File: config.mk
export PLATFORM = sky130hd
export DESIGN_NAME = fp_add_sub
export DESIGN_NICKNAME = d
export VERILOG_FILES = /design/src/rtl/fp_add_sub.sv
export SDC_FILE = /design/constraint.sdc
export NUM_CORES = 1
export LEC_CHECK = 0
export CAP_MARGIN = 40
export CORE_MARGIN = 4
export CORE_UTILIZATION = 50
export CTS_BUF_LIST = sky130_fd_sc_hd__clkbuf_8
export DETAILED_ROUTE_END_ITERATION = 8
export PLACE_DENSITY = 0.82
export SLEW_MARGIN = 20
export SYNTH_ARGS = -nofsm -noshare
export SYNTH_HDL_FRONTEND = slang
export SYNTH_SLANG_ARGS = --single-unit
File: constraint.sdc
create_clock -name clk -period 3.94 [get_ports clk]
set_input_delay 0.591 -clock clk [delete_from_list [all_inputs] [get_ports clk]]
set_output_delay 0.591 -clock clk [all_outputs]
set_load 0.005 [all_outputs]
File: src/rtl/fp_add_sub.sv
// Multi-cycle IEEE-754 single-precision adder (a1 + a2), round-to-nearest-even.
// Operands are captured on an accepted start. The result is produced after
// unpack, align, add, normalize and round stages. It is then held together
// with done until reset or the next accepted start.
// Denormal inputs flush to signed zero and no denormal results are produced.
module fp_add_sub (
   input  logic        clk,
   input  logic        reset,
   input  logic        start,
   input  logic [31:0] a1,
   input  logic [31:0] a2,
   output logic [31:0] result,
   output logic        done
);

   typedef enum logic [2:0] {
      IDLE,
      UNPACK,
      ALIGN,
      ADD,
      NORMALIZE,
      ROUND,
      DONE
   } state_t;

   state_t             state_q, state_d;
   logic [31:0]        op1_q, op1_d;
   logic [31:0]        op2_q, op2_d;
   logic               sign_big_q, sign_big_d;
   logic               sign_small_q, sign_small_d;
   logic [7:0]         exp_big_q, exp_big_d;
   logic [7:0]         exp_diff_q, exp_diff_d;
   logic [23:0]        mant_big_q, mant_big_d;
   logic [23:0]        mant_small_q, mant_small_d;
   logic [26:0]        small_q, small_d;
   logic [27:0]        sum_q, sum_d;
   logic [26:0]        norm_q, norm_d;
   logic signed [9:0]  exp_n_q, exp_n_d;
   logic               sign_r_q, sign_r_d;
   logic               zero_q, zero_d;
   logic [31:0]        result_q, result_d;
   logic               done_q, done_d;

   logic [7:0]         e1, e2;
   logic [23:0]        m1, m2;
   logic               nan1, nan2, inf1, inf2;
   logic               special;
   logic [31:0]        special_val;
   logic               op1_ge;
   logic [4:0]         shamt;
   logic [49:0]        shift_ext;
   logic [26:0]        big_ext;
   logic [4:0]         lz;
   logic               found;
   logic [24:0]        mant25;
   logic               round_up;
   logic signed [9:0]  exp_r;
   logic [23:0]        mant_f;

   // Classify the latched operands and pick the larger magnitude as "big"
   always_comb begin
      e1          = op1_q[30:23];
      e2          = op2_q[30:23];
      m1          = (e1 != 8'd0) ? {1'b1, op1_q[22:0]} : 24'd0;
      m2          = (e2 != 8'd0) ? {1'b1, op2_q[22:0]} : 24'd0;
      nan1        = (e1 == 8'hFF) && (op1_q[22:0] != 23'd0);
      nan2        = (e2 == 8'hFF) && (op2_q[22:0] != 23'd0);
      inf1        = (e1 == 8'hFF) && (op1_q[22:0] == 23'd0);
      inf2        = (e2 == 8'hFF) && (op2_q[22:0] == 23'd0);
      special     = nan1 || nan2 || inf1 || inf2;
      special_val = 32'h7FC00000;
      if (nan1 || nan2 || (inf1 && inf2 && (op1_q[31] != op2_q[31]))) begin
         special_val = 32'h7FC00000;
      end else if (inf1) begin
         special_val = op1_q;
      end else if (inf2) begin
         special_val = op2_q;
      end
      op1_ge = {e1, m1} >= {e2, m2};
   end

   // Right-shift the small mantissa, keeping guard/round and a sticky OR of the rest
   always_comb begin
      shamt     = (exp_diff_q > 8'd26) ? 5'd26 : exp_diff_q[4:0];
      shift_ext = {mant_small_q, 26'd0} >> shamt;
      big_ext   = {mant_big_q, 3'b000};
   end

   // Leading-zero count of the uncarried sum for single-step normalization
   always_comb begin
      lz    = 5'd0;
      found = 1'b0;
      for (int i = 26; i >= 0; i--) begin
         if (!found && sum_q[i]) begin
            lz    = 5'(26 - i);
            found = 1'b1;
         end
      end
   end

   // Round-to-nearest-even on guard/round/sticky with renormalization on overflow
   always_comb begin
      round_up = norm_q[2] && (norm_q[1] || norm_q[0] || norm_q[3]);
      mant25   = {1'b0, norm_q[26:3]} + {24'd0, round_up};
      exp_r    = exp_n_q + $signed({9'd0, mant25[24]});
      mant_f   = mant25[24] ? mant25[24:1] : mant25[23:0];
   end

   // Next-state and datapath register updates for each FSM stage
   always_comb begin
      state_d      = state_q;
      op1_d        = op1_q;
      op2_d        = op2_q;
      sign_big_d   = sign_big_q;
      sign_small_d = sign_small_q;
      exp_big_d    = exp_big_q;
      exp_diff_d   = exp_diff_q;
      mant_big_d   = mant_big_q;
      mant_small_d = mant_small_q;
      small_d      = small_q;
      sum_d        = sum_q;
      norm_d       = norm_q;
      exp_n_d      = exp_n_q;
      sign_r_d     = sign_r_q;
      zero_d       = zero_q;
      result_d     = result_q;
      done_d       = done_q;
      case (state_q)
         IDLE, DONE: begin
            if (start) begin
               op1_d   = a1;
               op2_d   = a2;
               done_d  = 1'b0;
               state_d = UNPACK;
            end
         end
         UNPACK: begin
            if (special) begin
               result_d = special_val;
               done_d   = 1'b1;
               state_d  = DONE;
            end else begin
               if (op1_ge) begin
                  sign_big_d   = op1_q[31];
                  exp_big_d    = e1;
                  mant_big_d   = m1;
                  sign_small_d = op2_q[31];
                  mant_small_d = m2;
                  exp_diff_d   = e1 - e2;
               end else begin
                  sign_big_d   = op2_q[31];
                  exp_big_d    = e2;
                  mant_big_d   = m2;
                  sign_small_d = op1_q[31];
                  mant_small_d = m1;
                  exp_diff_d   = e2 - e1;
               end
               state_d = ALIGN;
            end
         end
         ALIGN: begin
            small_d = {shift_ext[49:24], |shift_ext[23:0]};
            state_d = ADD;
         end
         ADD: begin
            if (sign_big_q == sign_small_q) begin
               sum_d = {1'b0, big_ext} + {1'b0, small_q};
            end else begin
               sum_d = {1'b0, big_ext} - {1'b0, small_q};
            end
            state_d = NORMALIZE;
         end
         NORMALIZE: begin
            zero_d   = 1'b0;
            sign_r_d = sign_big_q;
            if (sum_q[27]) begin
               norm_d  = {sum_q[27:2], sum_q[1] | sum_q[0]};
               exp_n_d = $signed({2'b00, exp_big_q}) + 10'sd1;
            end else if (sum_q == 28'd0) begin
               zero_d   = 1'b1;
               sign_r_d = (sign_big_q == sign_small_q) ? sign_big_q : 1'b0;
               norm_d   = 27'd0;
               exp_n_d  = 10'sd0;
            end else begin
               norm_d  = sum_q[26:0] << lz;
               exp_n_d = $signed({2'b00, exp_big_q}) - $signed({5'b00000, lz});
            end
            state_d = ROUND;
         end
         ROUND: begin
            if (zero_q) begin
               result_d = {sign_r_q, 31'd0};
            end else if (exp_r >= 10'sd255) begin
               result_d = {sign_r_q, 8'hFF, 23'd0};
            end else if (exp_r <= 10'sd0) begin
               result_d = {sign_r_q, 31'd0};
            end else begin
               result_d = {sign_r_q, exp_r[7:0], mant_f[22:0]};
            end
            done_d  = 1'b1;
            state_d = DONE;
         end
         default: begin
            state_d = IDLE;
         end
      endcase
   end

   // State and datapath registers with synchronous reset
   always_ff @(posedge clk) begin
      if (reset) begin
         state_q      <= IDLE;
         op1_q        <= 32'd0;
         op2_q        <= 32'd0;
         sign_big_q   <= 1'b0;
         sign_small_q <= 1'b0;
         exp_big_q    <= 8'd0;
         exp_diff_q   <= 8'd0;
         mant_big_q   <= 24'd0;
         mant_small_q <= 24'd0;
         small_q      <= 27'd0;
         sum_q        <= 28'd0;
         norm_q       <= 27'd0;
         exp_n_q      <= 10'sd0;
         sign_r_q     <= 1'b0;
         zero_q       <= 1'b0;
         result_q     <= 32'd0;
         done_q       <= 1'b0;
      end else begin
         state_q      <= state_d;
         op1_q        <= op1_d;
         op2_q        <= op2_d;
         sign_big_q   <= sign_big_d;
         sign_small_q <= sign_small_d;
         exp_big_q    <= exp_big_d;
         exp_diff_q   <= exp_diff_d;
         mant_big_q   <= mant_big_d;
         mant_small_q <= mant_small_d;
         small_q      <= small_d;
         sum_q        <= sum_d;
         norm_q       <= norm_d;
         exp_n_q      <= exp_n_d;
         sign_r_q     <= sign_r_d;
         zero_q       <= zero_d;
         result_q     <= result_d;
         done_q       <= done_d;
      end
   end

   assign result = result_q;
   assign done   = done_q;

endmodule

==> out/results.env <==
LEADING_CELL_TYPE_IN_THE_LAYOUT_FILL_AND_TAPS_EXCLUDED='sky130_fd_sc_hd__nand2_1'
CTS-ROOT-BUF='sky130_fd_sc_hd__clkbuf_8'
IR_WORST_VDD_mV=0.2497
CPPEAKSTAGEDELAY_NS=0.56
FP.COREAREA_SQ_UM=35570
CELLS_TRAVERSED_ALONG_THE_WORST_TIMING_PATH='or4_4, nor4_4, o41ai_2, a221oi_2, buf_4, o211ai_1, and3_4, clkinv_8, ha_4, inv_2, fa_2, a21o_1, a21oi_2, o21ai_2, nor4_1, nand2_1, a21oi_1'
INITIAL_CORE_UTIL_PCT=50.76
SYNTHDOMINANTCELLAREASHARE_PCT=28.83
SLEW_VIOL_FINAL=0
FINAL_HOLD_VIOL_COUNT=0
SYNTH_FP_NETS=2585
SYNTH-MAIN-FF-CELL='sky130_fd_sc_hd__dfxtp_1'
HPWL_UM=39910
CLK_TRANSITION_REPORTED_PATHS_NS=0.06
FMAXACHIEVABLE_GHz=0.2611
MAXSLEWHEADROOM_PCT=43.30
NETLIST.TOP_CELL.BY_AREA='sky130_fd_sc_hd__dfxtp_1'
PLACEDCELLCOUNT=2892
CTSHTREEMAXLEVEL=2
CP_SLOWEST_CELL='sky130_fd_sc_hd__or4_4'
INITIAL_ANTENNA_VIOLATION_COUNT=0
GRT.TOTAL_USAGE_PCT=26.42
REMAINING_DRC_ERRORS=0
AVGSYNTHCELLAREA_SQ_UM=7.477
NUMBER_OF_BUFFERS_ADDED_BY_THE_CLOCK_TREE_SYNTHESIS_STEP=46
FINAL_CELL_MIX='297 x sky130_fd_sc_hd__nand2_1, 265 x sky130_fd_sc_hd__nor2_1, 255 x sky130_fd_sc_hd__dfxtp_1'
STD_CELL_ROWS=69
I_O_PIN_COUNT=100
REPORT.FINAL.SETUP_VIOL=0
SYN_TO_FINAL_GROWTH_PCT=17.56
GRT_REMAINING_OVERFLOW=0
CRITICAL_PATH.MAX_FANOUT=3
DIE_AREA_SQ_UM=39220
PERIOD_MINUS_SLACK_NS=3.830
DIE-WIDTH_UM=198.0
PROPORTION_OF_SYNTHESIZED_CHIP_AREA_IN_SEQUENTIAL_CELLS_PCT=28.83
CP-START-KIND='flip-flop'
INSERTION_DELAY_NS=0.60
POST_SYNTH_NUM_CELL_TYPES=88
NUM_VIAS=18522
SYNTH_SEQ_CELLS=260
SYNTH_TOP_CELLS_BY_AREA='sky130_fd_sc_hd__dfxtp_1 29%, sky130_fd_sc_hd__ha_1 6.9%, sky130_fd_sc_hd__a21oi_1 6.6%, sky130_fd_sc_hd__mux2i_1 6.2%, sky130_fd_sc_hd__nand2_1 6.2%'
TOTALPOWERFINAL_mW=9.500
TIMING.MAX_CAP.VIOLATIONS=0
TIMING.HOLD.WORST.CLASS='in -> reg'
SYNTHARSTFLOPSHARE_PCT=0
DRT-VIAS-PER-INSTANCE=6.193
SYNTH.YOSYS.WARNINGS=0
LAYOUT.AREA.SEQ_SQ_UM=5211
IO_BUFFERS=99
WHS_NS=0.3608
POST_SYNTH_DESIGN_CELL_AREA_SQ_UM=18060
POST_SYNTHESIS_SIMPLE_GATE_AREA_FRACTION_PCT=22.04
SEQ_POWER_SHARE_PCT=31.6
CELL_INTERNAL_PWR_mW=5.840
SWITCHING_POWER_mW=3.660
ROUTE.ANTENNA.REMAINING_NETS=0
DPL-INSTANCE-AREA_SQ_UM=19810
SETUP_TOTAL_NEGATIVE_SLACK_NS=0
POSTLAYOUTSETUPSLACKWORST_NS=0.1101
STATUS='complete, no violations'
POST_ROUTE_CELLS_DRIVE_ABOVE_1_SHARE_PCT=11.66
END_KIND='flip-flop'
POWER.SHARE.SWITCHING_PCT=38.53
CTS_BUFFER_DEPTH=3
GRT_PASS1_WL_UM=87150
TRITONCTS='done'
SETUP.WORST_PATH.CLASS='reg -> reg'
MAXIMUM_NUMBER_OF_PINS_ON_ONE_NET_BEFORE_GLOBAL_ROUTE_REPAIR=129
FIN_CRIT_SH_PCT=97.21
DRT-INITIAL-DRC-COUNT=1608
SYNTH_TOP_FAMILY_BY_AREA='compound AO/OA/AOI/OAI gates'
GLOBALPLACE.CONGESTION=0.9818
FIRST_GLOBAL_VIAS=17287
DIE_HEIGHT_UM=198.0
NUMBER_OF_SYNTHESIZED_FLOPS_WITH_AN_ENABLE_PIN=0
CLOCK_POWER_SHARE_PCT=29.2
LAYOUT.CELLS.NON_FILLER=2991
POSTSYNTHCELLCOUNT=2415
FRACTION_OF_THE_MAPPED_NETLIST_AREA_IN_COMPOUND_GATES_PCT=24.71
FINAL_LAYOUT_FILL_CELL_COUNT=3112
REQUIRED_TIME_OF_THE_CRITICAL_PATH_NS=4.43
SYNTH_XOR_AREA_SHARE_PCT=2.862
ANTENNA-DIODE-COUNT=0
NUMCLOCKSINKS=260
FINAL_NETS=2664
POWER_DENSITY_nW_PER_UM2=447.6
SYNTH-ADDER-AREA-SHARE_PCT=7.304
WL_PER_CELL_UM=18.32
FINAL_UTIL_PCT=59.68
FIRST_DRT_PASS_ITERATION_COUNT=6
POSTROUTEWIRELENGTH_UM=54810
POST_SYNTH_MUX_AREA_SHARE_PCT=8.142
WORST-ENDPOINT-ARRIVAL_NS=4.32
POST_ROUTE_STANDARD_CELL_AREA_EXCLUDING_FILLERS_SQ_UM=21230
PLACE_WORST_SETUP_SLACK_NS=-0.2064
AREA_TAKEN_BY_MULTI_INPUT_LOGIC_GATES_SQ_UM=12080
MAX_SLEW.WORST_PIN.SLEW_NS=0.8474
LEAKAGEPOWER_nW=8.553
FINCLKSKEW_NS=0.03650
POWER_FRAC_COMB_PCT=39.2
-- metal layers --
metal / track usage (%) / share of wire (%) / wire, um
met5: 0 / 0 / 0
met4: 9.870 / 3.4 / 1880
met3: 3.403 / 6.7 / 3647
met2: 42.93 / 47 / 25510
met1: 36.02 / 43 / 23770
-- synthesized netlist by cell type (5+ instances only) --
library cell                number
sky130_fd_sc_hd__or3_1          14
sky130_fd_sc_hd__nand4_1        28
sky130_fd_sc_hd__o221ai_1        7
sky130_fd_sc_hd__or4_1           5
sky130_fd_sc_hd__clkbuf_1      149
sky130_fd_sc_hd__nor2_1        268
sky130_fd_sc_hd__mux2i_1       112
sky130_fd_sc_hd__dfxtp_1       260
sky130_fd_sc_hd__o211ai_1       19
sky130_fd_sc_hd__o21ai_0       127
sky130_fd_sc_hd__nand3_1        78
sky130_fd_sc_hd__buf_2           6
sky130_fd_sc_hd__xnor2_1        40
sky130_fd_sc_hd__a211o_1         7
sky130_fd_sc_hd__nor2b_1        14
sky130_fd_sc_hd__and4_1          5
sky130_fd_sc_hd__o31ai_1        19
sky130_fd_sc_hd__nand2b_1       16
sky130_fd_sc_hd__a2111oi_0       5
sky130_fd_sc_hd__nand2_1       297
sky130_fd_sc_hd__a21o_1         15
sky130_fd_sc_hd__and3_1         21
sky130_fd_sc_hd__xor2_1         19
sky130_fd_sc_hd__a31oi_1        23
sky130_fd_sc_hd__o21a_1          6
sky130_fd_sc_hd__o21bai_1        8
sky130_fd_sc_hd__mux2_2         25
sky130_fd_sc_hd__and2_1         33
sky130_fd_sc_hd__a21oi_1       239
sky130_fd_sc_hd__o22ai_1         8
sky130_fd_sc_hd__buf_1          24
sky130_fd_sc_hd__a311oi_1       32
sky130_fd_sc_hd__a211oi_1       64
sky130_fd_sc_hd__nor4_1         29
sky130_fd_sc_hd__a221oi_1       24
sky130_fd_sc_hd__ha_1           99
sky130_fd_sc_hd__o21ai_1         8
sky130_fd_sc_hd__inv_1          94
sky130_fd_sc_hd__nor3_1         45
sky130_fd_sc_hd__a22oi_1        26
-- sequential cells by signal, indices dropped and copies added (netlist names), 3 cells and up --
signal	flops
exp_n_q	10
op1_q	32
sum_q	28
exp_big_q	8
mant_small_q	24
op2_q	32
mant_big_q	24
result	32
norm_q	27
exp_diff_q	8
state_q	3
small_q	27
-- final cells by class --
cell class / count / share of cell area [%]
clock inverters: 27 / 1.167
well taps: 461 / 2.717
flip-flops and latches: 260 / 24.55
clock buffers: 57 / 3.696
multi-input cells: 1873 / 56.92
inverters: 99 / 1.810
repair buffers: 214 / 9.136
-- worst max-delay path: cells and delay by family, from the launching register on --
kind            cells  cell delay, ns
simple gates        5            1.52
compound gates      7            1.19
fa+ha+maj           2            0.46
flops               1            0.31
buf+inv             3            0.26
-- path summary, 6_finish.rpt --
| check | start | to | slack (ns) | cells past startpoint |
|---|---|---|---|---|
| worst max-delay path | sum_q[20]$_SDFFE_PP0P_ | exp_n_q[9]$_SDFFE_PP0P_ | 0.11 | 17 |
| worst min-delay path | reset | result[5]$_SDFFE_PP0P_ | 0.36 | 2 |
| worst max register to register | sum_q[20]$_SDFFE_PP0P_ | exp_n_q[9]$_SDFFE_PP0P_ | 0.11 | 17 |
| worst min register to register | result[0]$_SDFFE_PP0P_ | result[0]$_SDFFE_PP0P_ | 0.46 | 2 |
-- power by group through the flow --
stage | clock [mW] | combinational, mW | sequential, mW
after global routing | 2.94 | 4.06 | 3.02
after detailed placement | 0 | 3.52 | 3.05
after global placement | 0 | 3.45 | 3.04
final | 2.77 | 3.72 | 3.00
after CTS | 2.81 | 3.55 | 2.99
after floorplan | 0 | 2.60 | 2.97
-- what timing repair did --
item	4_1_cts	5_1_grt
cloned	0	2
hold buffers	0	0
pin swaps	2	23
endpoints found under the setup margin	25	61
resized for setup	12	40
buffers inserted	2	10
-- cells by family (layout without fill, tap and decap cells) --
group                      Yosys count  in the layout
xor gates and xnor gates            59             59
DFF                                260            260
adders and majority gates          103            103
AOI/OAI and AO/OA                  694            694
buffers and inverters              283            397
muxes                              141            141
and+or+nand+nor                    875            876
Note: power is estimated with default switching activity, not from simulation.
